## config.mk

```make
export PLATFORM = sky130hd
export DESIGN_NAME = dmem_wr_arbiter
export DESIGN_NICKNAME = d
export VERILOG_FILES = /design/src/rtl/dmem_arb_pkg.sv /design/src/rtl/ccd_wr_fifo.sv /design/src/rtl/dmem_wr_arbiter.sv
export SDC_FILE = /design/constraint.sdc
export NUM_CORES = 1
export LEC_CHECK = 0
export CAP_MARGIN = 20
export CORE_AREA = 5 5 305 307
export DETAILED_ROUTE_END_ITERATION = 12
export DIE_AREA = 0 0 310 312
export HOLD_SLACK_MARGIN = 0.06
export PLACE_DENSITY = 0.67
export SYNTH_ARGS = -nofsm -noshare
export SYNTH_HDL_FRONTEND = slang
export SYNTH_SLANG_ARGS = --single-unit
```

## constraint.sdc

```tcl
create_clock -name CLOCK_50 -period 13 [get_ports CLOCK_50]
set_input_delay 2.6 -clock CLOCK_50 [delete_from_list [all_inputs] [get_ports CLOCK_50]]
set_output_delay 2.6 -clock CLOCK_50 [all_outputs]
set_load 0.01 [all_outputs]
```

## src/rtl/dmem_arb_pkg.sv

```systemverilog
// Purpose: shared widths, camera entry layout and arbiter state encoding for the DMEM write path.
// Latency: n/a (types and constants only).
// Backpressure: n/a.
package dmem_arb_pkg;

  localparam int DMEM_DATA_W = 256;
  localparam int DMEM_ADDR_W = 7;

  // Camera write-buffer entry at the default DMEM widths.
  typedef struct packed {
    logic                   last;
    logic [DMEM_ADDR_W-1:0] addr;
    logic [DMEM_DATA_W-1:0] data;
  } ccd_entry_t;

  // Each state records which requester won the previous cycle.
  typedef enum logic [1:0] {
    IDLE,
    CCD,
    SP
  } arb_state_t;

endpackage

```

## src/rtl/ccd_wr_fifo.sv

```systemverilog
// Purpose: small synchronous FIFO buffering camera writes ahead of the DMEM arbiter.
// Latency: a push is visible at head_dat on the next cycle; pop consumes the current head.
// Backpressure: none upstream; a push while full is accepted only if a pop happens in the same cycle.
//
// Ports: CLOCK_50/rst clock and async reset; push/push_dat write side;
//        pop/head_dat read side; full/empty occupancy status.
module ccd_wr_fifo #(
  parameter int  DEPTH = 2,
  parameter type T     = logic
) (
  input  logic CLOCK_50,
  input  logic rst,
  input  logic push,
  input  T     push_dat,
  input  logic pop,
  output T     head_dat,
  output logic full,
  output logic empty
);

  localparam int PW = (DEPTH > 1) ? $clog2(DEPTH) : 1;
  localparam int CW = $clog2(DEPTH + 1);

  T              mem [DEPTH];
  logic [PW-1:0] wr_ptr;
  logic [PW-1:0] rd_ptr;
  logic [CW-1:0] count;
  logic          do_push;
  logic          do_pop;

  // Pointers wrap modulo DEPTH so non-power-of-two depths work.
  function automatic logic [PW-1:0] ptr_inc(input logic [PW-1:0] p);
    return (p == PW'(DEPTH - 1)) ? '0 : p + PW'(1);
  endfunction

  assign full     = (count == CW'(DEPTH));
  assign empty    = (count == '0);
  assign do_pop   = pop && !empty;
  assign do_push  = push && (!full || do_pop);
  assign head_dat = mem[rd_ptr];

  always_ff @(posedge CLOCK_50 or posedge rst) begin
    if (rst) begin
      wr_ptr <= '0;
      rd_ptr <= '0;
      count  <= '0;
    end else begin
      if (do_push) wr_ptr <= ptr_inc(wr_ptr);
      if (do_pop)  rd_ptr <= ptr_inc(rd_ptr);
      case ({do_push, do_pop})
        2'b10:   count <= count + CW'(1);
        2'b01:   count <= count - CW'(1);
        default: count <= count;
      endcase
    end
  end

  // Storage needs no reset: it is only read while the FIFO is non-empty.
  always_ff @(posedge CLOCK_50) begin
    if (do_push) mem[wr_ptr] <= push_dat;
  end

endmodule

```

## src/rtl/dmem_wr_arbiter.sv

```systemverilog
// Purpose: merges buffered camera writes and SPART loader writes onto one registered DMEM write port.
// Latency: SPART accept -> dmem write 1 cycle; camera strobe -> dmem write 2 cycles when uncontended.
// Backpressure: SPART via sp_ready; camera has none, so writes arriving at a full buffer are dropped and flagged.
//
// Ports: CLOCK_50/rst clock and async reset; ccd_* camera write strobe, address, data, frame-last;
//        sp_valid/sp_addr/sp_data/sp_ready SPART request handshake; clr clears ccd_overflow;
//        dmem_wren/dmem_wraddr/dmem_wrdata registered DMEM write; frame_done last-write pulse.
module dmem_wr_arbiter
  import dmem_arb_pkg::*;
#(
  parameter int DATA_W         = DMEM_DATA_W,
  parameter int ADDR_W         = DMEM_ADDR_W,
  parameter int CCD_FIFO_DEPTH = 2,
  parameter int CCD_BURST_MAX  = 4
) (
  input  logic              CLOCK_50,
  input  logic              rst,
  input  logic              ccd_wren,
  input  logic [ADDR_W-1:0] ccd_wraddr,
  input  logic [DATA_W-1:0] ccd_wrdata,
  input  logic              ccd_last,
  input  logic              sp_valid,
  input  logic [ADDR_W-1:0] sp_addr,
  input  logic [DATA_W-1:0] sp_data,
  output logic              sp_ready,
  input  logic              clr,
  output logic              dmem_wren,
  output logic [ADDR_W-1:0] dmem_wraddr,
  output logic [DATA_W-1:0] dmem_wrdata,
  output logic              frame_done,
  output logic              ccd_overflow
);

  // Same layout as ccd_entry_t, but follows this instance's width parameters.
  typedef struct packed {
    logic              last;
    logic [ADDR_W-1:0] addr;
    logic [DATA_W-1:0] data;
  } entry_t;

  localparam int BW = $clog2(CCD_BURST_MAX + 1);

  arb_state_t    state_q;
  arb_state_t    state_nxt;
  logic [BW-1:0] burst_cnt;
  logic          grant_ccd;
  logic          grant_sp;
  logic          fifo_full;
  logic          fifo_empty;
  logic          ccd_drop;
  entry_t        push_dat;
  entry_t        head_dat;

  assign push_dat = '{last: ccd_last, addr: ccd_wraddr, data: ccd_wrdata};

  ccd_wr_fifo #(
    .DEPTH (CCD_FIFO_DEPTH),
    .T     (entry_t)
  ) u_fifo (
    .CLOCK_50 (CLOCK_50),
    .rst      (rst),
    .push     (ccd_wren),
    .push_dat (push_dat),
    .pop      (grant_ccd),
    .head_dat (head_dat),
    .full     (fifo_full),
    .empty    (fifo_empty)
  );

  // A full buffer only makes room when the head is granted this same cycle.
  assign ccd_drop = ccd_wren && fifo_full && !grant_ccd;

  // Camera wins by default; after CCD_BURST_MAX back-to-back camera grants
  // with SPART waiting, SPART gets exactly one turn. Gated by rst so
  // sp_ready reads 0 while the block is held in reset.
  always_comb begin
    grant_ccd = 1'b0;
    grant_sp  = 1'b0;
    state_nxt = IDLE;
    if (!rst) begin
      if (!fifo_empty && !(sp_valid && (burst_cnt == BW'(CCD_BURST_MAX)))) begin
        grant_ccd = 1'b1;
      end else if (sp_valid) begin
        grant_sp = 1'b1;
      end
    end
    if (grant_ccd) begin
      state_nxt = CCD;
    end else if (grant_sp) begin
      state_nxt = SP;
    end
  end

  always_ff @(posedge CLOCK_50 or posedge rst) begin
    if (rst) state_q <= IDLE;
    else     state_q <= state_nxt;
  end

  assign sp_ready  = grant_sp;
  // The state register doubles as the write strobe: any grant last cycle is a write now.
  assign dmem_wren = (state_q != IDLE);

  always_ff @(posedge CLOCK_50 or posedge rst) begin
    if (rst) begin
      dmem_wraddr  <= '0;
      dmem_wrdata  <= '0;
      frame_done   <= 1'b0;
      burst_cnt    <= '0;
      ccd_overflow <= 1'b0;
    end else begin
      frame_done <= grant_ccd && head_dat.last;

      if (grant_ccd) begin
        dmem_wraddr <= head_dat.addr;
        dmem_wrdata <= head_dat.data;
      end else if (grant_sp) begin
        dmem_wraddr <= sp_addr;
        dmem_wrdata <= sp_data;
      end

      // Counts camera grants only while SPART is actually waiting.
      if (!sp_valid || grant_sp) begin
        burst_cnt <= '0;
      end else if (grant_ccd && (burst_cnt != BW'(CCD_BURST_MAX))) begin
        burst_cnt <= burst_cnt + BW'(1);
      end

      // A new drop outranks clr in the same cycle.
      if (ccd_drop) begin
        ccd_overflow <= 1'b1;
      end else if (clr) begin
        ccd_overflow <= 1'b0;
      end
    end
  end

endmodule

```

## Yosys cells after proc, flatten, opt, wreduce, memory -nomap -nowiden

Memories as Yosys holds them, arrays and structs flattened.
Index checks and enable logic that the tools add are counted.

| cells by class | value |
|---|---|
| add/subtract/negate cells | 5 |
| eq/ne operators | 5 |
| mux-type cells | 20 |
| reductions and logical operators | 21 |

Operators with widths:

| cell | count |
|---|---|
| $mux 256 | 2 |
| $mux 7 | 2 |
| $mux 1 | 11 |
| $reduce_bool 2->1 | 5 |
| $logic_and 1x1->1 | 8 |
| $mux 3 | 2 |
| $logic_not 1->1 | 5 |
| $eq 2x2->1 const B | 2 |
| $mux 2 | 2 |
| $pmux 2 s2 | 1 |
| $add 3x1->3 const B | 1 |
| $eq 3x3->1 const B | 1 |
| $ne 3x3->1 const B | 1 |
| $add 1x1->1 const B | 2 |
| $add 2x1->2 const B | 1 |
| $eq 2x1->1 const B | 1 |
| $logic_not 2->1 | 1 |
| $logic_or 1x1->1 | 2 |
| $sub 2x1->2 const B | 1 |

| word-level totals | value |
|---|---|
| register bits after elaboration | 274 |
| bits in writable memories | 528 |
| bits of input ports | 532 |
| output and inout bits | 267 |
| word-level logic and storage cells | 61 |
| memories | 1 |

Memories:

| memory | words | width | read ports | clocked after Yosys merged registers in | write ports | line | source |
|---|---|---|---|---|---|---|---|
| u_fifo.mem | 2 | 264 | 1 | 0 | 1 | ccd_wr_fifo.sv:24 | `T mem [DEPTH];` |

## Depth between registers and ports, before layout

| depth | value |
|---|---|
| depth in word-level cells | 11 |
| gate-level depth with buffers | 8 |
| mapped depth without buffers | 6 |

## Hierarchy

A second synthesis with hierarchy kept.

| second synthesis, totals | value |
|---|---|
| cells, all modules | 2020 |
| area, all modules | 31740.4 um^2 |

Modules (own cells, without submodules):

| module | instances | cells each | area an instance (um^2) | sequential area each (um^2) |
|---|---|---|---|---|
| ccd_wr_fifo | 1 | 846 | 19372.3 | 15955.3 |
| dmem_wr_arbiter | 1 | 1174 | 12368.1 | 6756.5 |

## Worst setup path after synthesis

No wires, ideal clock.

| path | value |
|---|---|
| kind | input -> register |
| from | in sp_valid |
| to | mem u_fifo.mem[0][0] in the netlist's numbering, enable pin |
| library setup time | 0.895 ns |
| arrival time | 14.146 ns |
| data required time | 12.105 ns |
| setup slack | -2.041 ns |
| stages on the path | 4 |
| buffers on the path | 1 |
| cells stage by stage | buf_6 > a31oi_2 > o21ai_0 > nor2_1 |

| on the way | value |
|---|---|
| cells in the longest elaborated chain, start to end | 10 |

RTL lines:

| item | line | source |
|---|---|---|
| from (decl) | dmem_wr_arbiter.sv:22 | `input logic sp_valid,` |
| $logic_and 1x1->1 | dmem_wr_arbiter.sv:81 | `if (!fifo_empty && !(sp_valid && (burst_cnt == BW'(CCD_BURST_MAX)))) begin` |
| $logic_not 1->1 | dmem_wr_arbiter.sv:81 |  |
| $logic_and 1x1->1 | dmem_wr_arbiter.sv:81 |  |
| $mux 1 | dmem_wr_arbiter.sv:81 |  |
| $mux 1 | dmem_wr_arbiter.sv:80 | `if (!rst) begin` |
| $logic_and 1x1->1 | ccd_wr_fifo.sv:38 | `assign do_pop = pop && !empty;` |
| $logic_or 1x1->1 | ccd_wr_fifo.sv:39 | `assign do_push = push && (!full \|\| do_pop);` |
| $logic_and 1x1->1 | ccd_wr_fifo.sv:39 |  |
| $mux 1 | ccd_wr_fifo.sv:60 | `if (do_push) mem[wr_ptr] <= push_dat;` |
| $mux 1 (not written as such) | ccd_wr_fifo.sv:60 |  |
| to (decl) | ccd_wr_fifo.sv:24 |  |

No other way between the ends.

## Worst setup path in the final report

| path | value |
|---|---|
| from | in sp_valid |
| to | out sp_ready |

| on the way | value |
|---|---|
| cells in the longest elaborated chain, start to end | 5 |
| elaborated cells between the ends (all ways) | 6 |
| classes of those cells | mux: 3; reduce/logical: 3 |

RTL lines:

| item | line | source |
|---|---|---|
| $logic_and 1x1->1 | dmem_wr_arbiter.sv:81 |  |
| $logic_not 1->1 | dmem_wr_arbiter.sv:81 |  |
| $logic_and 1x1->1 | dmem_wr_arbiter.sv:81 |  |
| $mux 1 (*) | dmem_wr_arbiter.sv:81 |  |
| $mux 1 (*) | dmem_wr_arbiter.sv:80 |  |
| to (decl) | dmem_wr_arbiter.sv:25 | `output logic sp_ready,` |

Every way passes the cells marked *; elsewhere a longest branch is shown, timed or not.

==> run metrics <==
WS Path Type primary input to output port; Max-Cap Viols 0; Int Pwr 0.006499 W; share of layout cells above drive strength 1 6.072%; Reg2Reg Launch Point u_fifo.rd_ptr; Final nets 3279; Hold WC Path Type flip-flop to flip-flop; Max Fclk 0.1257 GHz; Peak VDD IR 0.0001389 V; post-detailed-route DRC marker count 0; clk sink count 802; Final Instance Area 0.04311 mm^2; count of cell types in the netlist 32; slew at the pin closest to its max-slew limit 1.371 ns; Syn. warnings 0; Reg2Reg Setup Slack 9.39 ns; Flop pwr share 41.8%; Ports 799; setup TNS 0 ns; Leakage 17.75 nW; 1st-pass router iterations 10; post-DR wirelength/cell 22.39 um; skew final 0.02364 ns; P_sw 0.002892 W; port bufs 798; Critical Path End Type output port; syn_nets 2485; DR vias 19950; Final GP Congestion 0.8342; fin crit share 61.18%; synthesized area 0.03104 mm^2; Mapped Cells 1951; leading post-synthesis cells by cell area edfxtp_1, dfrtp_1, mux2i_1; CTS tree done; top cell type's share of synthesized area 51.08%; global route total overflow 0; Final Hold Viols 0; Sw Ratio 30.80%; relative slew slack 8.627%; die width 310 um; root buf cell clkbuf_16; CP Launch Type primary input; Die H 312 um; largest net degree at the start of global routing 166; Synth Register Bits 802; fin. max-slew vios 0; Core Rows 110; # Post-CTS Setup Buffers 0; Clock Power Share 26.9%; gr usage total 17.54%; clk buf depth 3; cell area after placement 0.04011 mm^2; Area Overhead vs Synth 38.87%; Final setup viols 0; logic gate share of total power 31.3%; outcome finished, final reports clean; critical path launch point sp_valid; Synth area leader edfxtp_1; sequential share of the synthesized area 73.17%; Core Util, Final 48.04%; Worst R2R End dmem_wrdata[216]; hold_ws 0.5270 ns; CP required 10.40 ns; Syn Area/Cell 15.91 um^2; htree depth 3; die area 0.09672 mm^2; worst-path maximum fanout 62; Starting Density 34.59%; fin crit period 7.953 ns; worst setup path endpoint sp_ready; worst r2r path cells 4; number of global-route vias before repair 21370; clk_lat worst skew 0.63 ns; Post-CTS Hold Buffers 0; Final ANT Viol Nets 0; DR iter-0 viols 2400; multi-input logic area 0.006163 mm^2; Clk pin slew, worst setup/hold paths 0.06 ns; unrepaired setup endpoints after global routing no; post-cts resize count 0; Register Area 0.02272 mm^2; drt via density 4.966; HPWL after detailed placement 60270 um; Total Routed Length 89970 um; power density cells 217.8 mW/mm^2; CP Data Arrival Time 5.35 ns; TritonCTS Buffers 84; core footprint 0.08974 mm^2; first-pass GRT wire length 130200 um; fillers 7623; initial antenna violation count 29
[worst min-delay path by stage]
stage | from | endpoint | slack (ns) | cells after the start
5_1_grt | dmem_wrdata[161] | dmem_wrdata[161] | 0.54 | 2
4_1_cts | dmem_wrdata[190] | dmem_wrdata[190] | 0.53 | 2
3_3_place_gp | dmem_wrdata[111] | dmem_wrdata[111] | 0.51 | 2
3_5_place_dp | dmem_wrdata[190] | dmem_wrdata[190] | 0.52 | 2
2_1_floorplan | u_fifo.mem[0][263] | frame_done | 0.46 | 2
6_report | dmem_wrdata[190] | dmem_wrdata[190] | 0.53 | 2
[synthesized netlist by cell type]
cell type	n
a21boi_0	1
and3_1	1
buf_6	15
a222oi_1	203
inv_2	1
a31oi_2	1
nand2_2	1
nand2b_1	1
xnor2_1	3
dfrtp_1	274
or2_2	1
nand3_1	2
edfxtp_1	528
o21ai_0	4
clkbuf_1	29
o221ai_1	1
buf_2	57
nand2_1	3
or2_0	1
a21boi_4	1
buf_4	11
nor2b_1	2
inv_1	412
and2_1	1
ha_1	2
a31o_2	1
mux2i_1	384
nor3b_1	2
o32ai_1	1
a211oi_1	1
o21ai_2	1
nor2_1	5
[final cells by class]
cell class,count,area share [%]
timing repair buffer,820,19.00
antenna,26,0.1509
inverter,413,3.631
multi-input combinational,624,14.30
clock inverter,49,1.492
sequential,802,52.69
tap,1176,3.413
clock buffer,108,5.320
[cells by family after synthesis]
kind of cell | synth area share (%)
muxes | 12.38
adders and majority gates | 0.08060
xor gates and xnor gates | 0.08466
buffers and inverters | 7.074
AOI/OAI and AO/OA | 6.873
DFF | 73.17
and+or+nand+nor | 0.3386
[critical path, cell delays in order]
cell             delay [ns]
clkdlybuf4s50_1        0.67
nor2b_4                0.52
a21boi_4               0.26
buf_4                  0.56
clkdlybuf4s50_1        0.67
[per-layer routing]
metal  GRT usage (%)  routed length [um]
met5               0                  33
met2           30.68               46400
met1           20.64               33000
met3           3.907                7126
met4           7.930                3410
[placed cells by master, fill, tap and decap left out, types with 3 or more instances in the layout]
cell,count
o21ai_0,4
mux2i_1,384
clkinv_2,21
clkbuf_8,8
bufinv_16,12
clkinv_1,5
xnor2_1,3
clkdlybuf4s50_1,798
nor2_1,3
clkbuf_16,85
inv_6,4
dfrtp_1,273
diode_2,26
nand2_1,3
a222oi_1,203
clkbuf_1,15
buf_12,3
edfxtp_1,528
inv_1,411
buf_4,19
[power groups by stage]
stage	sequential (W)	combinational (W)	clock [W]
6_report	0.00393	0.00294	0.00252
5_1_grt	0.00399	0.00314	0.00269
4_1_cts	0.00393	0.00299	0.00258
3_5_place_dp	0.00396	0.00297	0
3_3_place_gp	0.00394	0.00290	0
2_1_floorplan	0.00418	0.00135	0
[flip-flops by register name (all words and copies together), names as in the netlist]
| signal | count |
|---|---|
| ccd_overflow | 1 |
| u_fifo.rd_ptr | 1 |
| frame_done | 1 |
| state_q | 2 |
| u_fifo.count | 2 |
| u_fifo.mem | 528 |
| burst_cnt | 3 |
| dmem_wrdata | 256 |
| u_fifo.wr_ptr | 1 |
| dmem_wraddr | 7 |
[stage by stage]
step	setup slack (ns)	power, W	cells
6_report	5.047	0.009391	4018
3_5_place_dp	4.965	0.006925	3835
3_3_place_gp	5.019	0.006837	3835
5_1_grt	4.869	0.009819	4016
4_1_cts	4.951	0.009496	3992
2_1_floorplan	-2.041	0.005529	1951
Note: power is estimated with default switching activity, not from simulation.
